`config.mk`:
```
export PLATFORM = sky130hd
export DESIGN_NAME = pipeline_stall_ctrl
export DESIGN_NICKNAME = d
export VERILOG_FILES = /design/src/rtl/pipeline_stall_ctrl.sv
export SDC_FILE = /design/constraint.sdc
export NUM_CORES = 1
export LEC_CHECK = 0
export BUFFER_PORTS_ARGS = -buffer_cell sky130_fd_sc_hd__buf_2
export CAP_MARGIN = 20
export CORE_MARGIN = 2
export CORE_UTILIZATION = 50
export DETAILED_ROUTE_END_ITERATION = 7
export PLACE_DENSITY = 0.76
export SYNTH_ARGS = -nofsm -noshare
export SYNTH_HDL_FRONTEND = slang
export SYNTH_SLANG_ARGS = --single-unit
```
`constraint.sdc`:
```
create_clock -name clk_i -period 2.41 [get_ports clk_i]
set_input_delay 0.3615 -clock clk_i [delete_from_list [all_inputs] [get_ports clk_i]]
set_output_delay 0.3615 -clock clk_i [all_outputs]
set_load 0.05 [all_outputs]
```
`src/rtl/pipeline_stall_ctrl.sv`:
```
// Stall/flush sequencer for the 5-stage pipeline: freezes on multi-cycle data-memory
// accesses, inserts load-use bubbles, flushes IF/ID on taken branches/jumps, counts events.
module pipeline_stall_ctrl #(
    parameter int unsigned MEM_TIMEOUT = 16,
    parameter int unsigned CNT_W       = 16
) (
    input  logic             clk_i,
    input  logic             rst_i,
    input  logic             start_i,
    input  logic             IsBranch_i,
    input  logic             BranchEq_i,
    input  logic             IsJump_i,
    input  logic             IDEX_MemRead_i,
    input  logic [4:0]       IDEX_Rt_i,
    input  logic [4:0]       IFID_Rs_i,
    input  logic [4:0]       IFID_Rt_i,
    input  logic             MemAccess_i,
    input  logic             mem_ack_i,
    output logic             mem_req_o,
    output logic             PCWrite_o,
    output logic             IFIDWrite_o,
    output logic             IFIDFlush_o,
    output logic             IDEXBubble_o,
    output logic             Stall_o,
    output logic             error_o,
    output logic [CNT_W-1:0] stall_cnt_o,
    output logic [CNT_W-1:0] flush_cnt_o
);

    localparam int unsigned WAIT_W = 8;

    typedef enum logic [2:0] {
        S_IDLE,
        S_RUN,
        S_MEM_WAIT,
        S_MEM_DONE,
        S_ERROR
    } state_t;

    state_t             state_q, state_d;
    logic [WAIT_W-1:0]  wait_cnt_q, wait_cnt_d;
    logic               mem_req_q, mem_req_d;
    logic               error_q, error_d;
    logic [CNT_W-1:0]   stall_cnt_q, stall_cnt_d;
    logic [CNT_W-1:0]   flush_cnt_q, flush_cnt_d;

    logic stall_c;
    logic load_use_c;
    logic flush_c;
    logic count_en_c;

    always_ff @(posedge clk_i or negedge rst_i) begin
        if (!rst_i) begin
            state_q     <= S_IDLE;
            wait_cnt_q  <= '0;
            mem_req_q   <= 1'b0;
            error_q     <= 1'b0;
            stall_cnt_q <= '0;
            flush_cnt_q <= '0;
        end else begin
            state_q     <= state_d;
            wait_cnt_q  <= wait_cnt_d;
            mem_req_q   <= mem_req_d;
            error_q     <= error_d;
            stall_cnt_q <= stall_cnt_d;
            flush_cnt_q <= flush_cnt_d;
        end
    end

    // Next state, hazard resolution and counter updates
    always_comb begin
        state_d     = state_q;
        wait_cnt_d  = wait_cnt_q;
        stall_cnt_d = stall_cnt_q;
        flush_cnt_d = flush_cnt_q;
        stall_c     = 1'b0;
        count_en_c  = 1'b1;

        unique case (state_q)
            S_IDLE: begin
                stall_c    = 1'b1;
                count_en_c = 1'b0;
                if (start_i) begin
                    state_d = S_RUN;
                end
            end
            S_RUN: begin
                if (MemAccess_i) begin
                    stall_c    = 1'b1;
                    state_d    = S_MEM_WAIT;
                    wait_cnt_d = '0;
                end
            end
            S_MEM_WAIT: begin
                stall_c = 1'b1;
                if (mem_ack_i) begin
                    state_d = S_MEM_DONE;
                end else if (wait_cnt_q == WAIT_W'(MEM_TIMEOUT - 1)) begin
                    state_d = S_ERROR;
                end else begin
                    wait_cnt_d = wait_cnt_q + WAIT_W'(1);
                end
            end
            S_MEM_DONE: begin
                state_d = S_RUN;
            end
            S_ERROR: begin
                stall_c    = 1'b1;
                count_en_c = 1'b0;
            end
            default: begin
                stall_c = 1'b1;
                state_d = S_IDLE;
            end
        endcase

        load_use_c = !stall_c && IDEX_MemRead_i && (IDEX_Rt_i != 5'd0) &&
                     ((IDEX_Rt_i == IFID_Rs_i) || (IDEX_Rt_i == IFID_Rt_i));
        flush_c    = !stall_c && !load_use_c &&
                     ((IsBranch_i && BranchEq_i) || IsJump_i);

        mem_req_d = (state_d == S_MEM_WAIT);
        error_d   = (state_d == S_ERROR);

        if (count_en_c && (stall_c || load_use_c) && (stall_cnt_q != '1)) begin
            stall_cnt_d = stall_cnt_q + CNT_W'(1);
        end
        if (flush_c && (flush_cnt_q != '1)) begin
            flush_cnt_d = flush_cnt_q + CNT_W'(1);
        end
    end

    assign Stall_o      = stall_c;
    assign PCWrite_o    = !stall_c && !load_use_c;
    assign IFIDWrite_o  = !stall_c && !load_use_c;
    assign IDEXBubble_o = load_use_c;
    assign IFIDFlush_o  = flush_c;
    assign mem_req_o    = mem_req_q;
    assign error_o      = error_q;
    assign stall_cnt_o  = stall_cnt_q;
    assign flush_cnt_o  = flush_cnt_q;

endmodule

```
==> run_results.csv <==
group,metric,value,unit
power,p_seq_share,36.2,%
worst_setup_path,worst_setup_path_end_kind,"output port",
grt,grt_pass1_vias,1744,
worst_setup_path,crit_arrival,1.87,ns
die,die_w,73.8,um
grt,grt_pass1_wl,8.01,mm
die,core_area,4720,um2
worst_setup_path,critical-path-top-delay-family,"simple AND/OR/NAND/NOR gates",
timing,fin_skew,0.00855,ns
die,initial_core_util,51.5,%
flow_run,cap_violations,0,
die,dieArea,5440,um2
synth,ys_ff_latch,45,
grt,grt_util_all_layers,18.7,%
power,p_sw_share,47.4,%
timing,setup_tns,0,ns
worst_setup_path,worst-path-stages,6,
worst_setup_path,cp-start-kind,"primary input",
synth,synthXorXnorAreaFrac,15.8,%
cells_and_area,layout_commonest_cell,"buf_2",
synth,synth_compound_area_share,5.35,%
routing,drc,0,
synth,synthSimpleGateAreaFrac,25.7,%
die,die_height,73.8,um
timing,hold_viol_final,0,
routing,firstDrtPassIters,4,
synth,synth_nets,254,
routing,ant_nets,0,
placement,gp_congestion,0.815,
cells_and_area,layout.nets,323,
worst_hold_path,hold_depth,3,
die,num_rows,25,
worst_setup_path,reg2reg_depth,6,
synth,synth_area,2430,um2
routing,vias_per_cell,4.98,
worst_setup_path,path_buf_inv,2,
worst_hold_path,hold_class,"primary input to flip-flop",
synth,ys.flop_type,"dfrtp_1",
timing,min_period,2.24,ns
cts,clkTransAtPathRegs,0.08,ns
synth,synthAdderAreaFrac,1.54,%
power,pwr-share-comb,46.2,%
power,p_sw,1.48,mW
grt,grt_max_degree,21,
timing,setup_viol,0,
timing,relSlewSlack,70.0,%
power,pwr-share-clk,17.6,%
timing,max_clock_freq,447,MHz
timing,tightest_slew,0.449,ns
worst_setup_path,cp_slowest_cell,"or4_4",
timing,slew_violations,0,
synth,synth_enable_flop_cells,0,
cts,hold_buffers,1,
placement,dp_hpwl,3.55,mm
synth,ys_seq_area_share,46.3,%
grt,grt_overflow,0,
synth,ys_types,47,
cts,cts.sinks,45,
synth,syn_inst,227,
worst_setup_path,worstPathMaxFanout,4,
cts,cts-htree-levels,2,
grt,antenna_found_initial,0,
status,status,"finished, final reports clean",
cts,cts_buffer_depth,2,
power,ir_drop,0.471,mV
synth,avgSynthCellArea,10.7,um2
cts,post_cts_resized,0,
worst_setup_path,crit_required,2.05,ns
cells_and_area,nFillCells,396,
placement,portBuffers,62,
routing,first_iter_violations,75,
cells_and_area,layout_common_cells,"buf_2 (62), dfrtp_1 (45), xor2_1 (33)",
synth,async_reset_ff_share,100,%
power,internal-power,1.64,mW
cts,post_cts_buffers,0,
cells_and_area,area_growth,20.4,%
synth,synth_top_family_by_area,"simple AND/OR/NAND/NOR gates",
cts,cts_buffers,5,
cts,cts_tree,"done",
synth,yosysWarnings,0,
worst_setup_path,crit_chain,"buf_2 > or4_4 > o21ai_4 > o21a_1 > nor2b_2 > buf_2",
routing,wl_per_cell,12.5,um
timing,rsz0062_at_grt,"no",
power,powerDensity,1070,nW/um2
worst_setup_path,slowest_delay,0.55,ns
power,finalPower,3.12,mW
cts,clock_latency,0.29,ns
power,leakagePower,1.41,nW
timing,period_share,92.8,%
routing,drt_wl_total,4.55,mm
cts,cts_root_buffer,"clkbuf_8",
cells_and_area,drive_gt1_share,32.1,%
worst_setup_path,crit_path_frequent_cell,"buf_2",
worst_setup_path,critical_path_class,"primary input to output port",
cells_and_area,diodes,0,
die,io_pins,63,
synth,synthMuxAreaShare,2.72,%
routing,num_vias,1809,
per-layer routing:
layer | vias up | GRT usage (%) | routed length (um)
li1 | 922 | - | -
met1 | 843 | 26.4 | 2220
met2 | 40 | 29.3 | 2100
met3 | 4 | 4.12 | 186
met4 | 0 | 4.65 | 38
met5 | - | 0 | 0
cell usage after synthesis (all sizes together) (2+ instances only):
cell     n  area share, %
a21oi    4           0.82
and2     3           0.77
and3     4            1.0
and4     2           0.72
buf      4            1.8
dfrtp   45             46
ha       3            1.5
inv      4           0.62
mux2     5            2.3
nand2   21            3.2
nand2b   3           0.87
nand3   12            2.7
nand3b   2            1.1
nand4    8            2.3
nor2    20            3.1
nor2b    4            1.0
nor3    13            2.7
nor4     5            2.2
nor4b    3            1.9
o21a     2           0.62
or4      2           0.77
xnor2   11            4.0
xor2    33             12
cell type report:
cell class              count  area (um2)  share of cell area, %
repair buffers             67         350                   12.0
multi-input cells         173        1250                   42.7
inverters                   4        15.0                  0.512
flip-flops and latches     45        1130                   38.4
well taps                  67        83.8                   2.86
clock inverters             2        35.0                   1.20
clock buffers               5        68.8                   2.35
tightest hold or removal path: stages:
cell and delay [ns]:
buf_2 0.11, nor3_1 0.07, o22ai_1 0.10
registers in the layout, indices dropped and copies added (netlist names):
register,flops
wait_cnt_q,8
state_q,3
error_o,1
flush_cnt_o,16
mem_req_o,1
stall_cnt_o,16
cells by family (layout without fill, tap and decap cells):
group | after synthesis | in the layout
simple gates | 106 | 106
flops | 45 | 45
xor+xnor | 44 | 44
compound gates | 14 | 14
buf+inv | 9 | 78
mux | 6 | 6
fa+ha+maj | 3 | 3
metrics by stage:
step                hold slack (ns)  cells  setup WS (ns)  util (%)  area, um2
floorplan                    0.0659    227         0.0483         -       2440
detailed placement            0.268    355         0.0569      59.6       2820
CTS                           0.383    363          0.169      62.0       2930
global route                  0.417    363          0.116      62.0       2930
finish                        0.394    363          0.174      62.0       2930
global placement              0.263    355          0.103      59.6       2820
final timing paths:
kind | slack (ns) | from | end
max in group asynchronous | 1.38 | rst_i | flush_cnt_o[10]
worst min-delay path | 0.39 | mem_ack_i | state_q[1]
min in group asynchronous | 0.48 | rst_i | wait_cnt_q[7]
worst min register to register | 0.49 | stall_cnt_o[5] | stall_cnt_o[5]
worst max-delay path | 0.17 | IDEX_Rt_i[0] | IFIDFlush_o
worst max register to register | 0.36 | flush_cnt_o[0] | flush_cnt_o[1]
power groups by stage:
stage,combinational (mW),sequential [mW],clock [mW]
finish,1.44,1.13,0.548
global route,1.55,1.17,0.588
CTS,1.45,1.13,0.561
detailed placement,1.45,1.14,0
global placement,1.43,1.14,0
floorplan,0.705,1.60,0
Power figures use the tool's default switching activity.
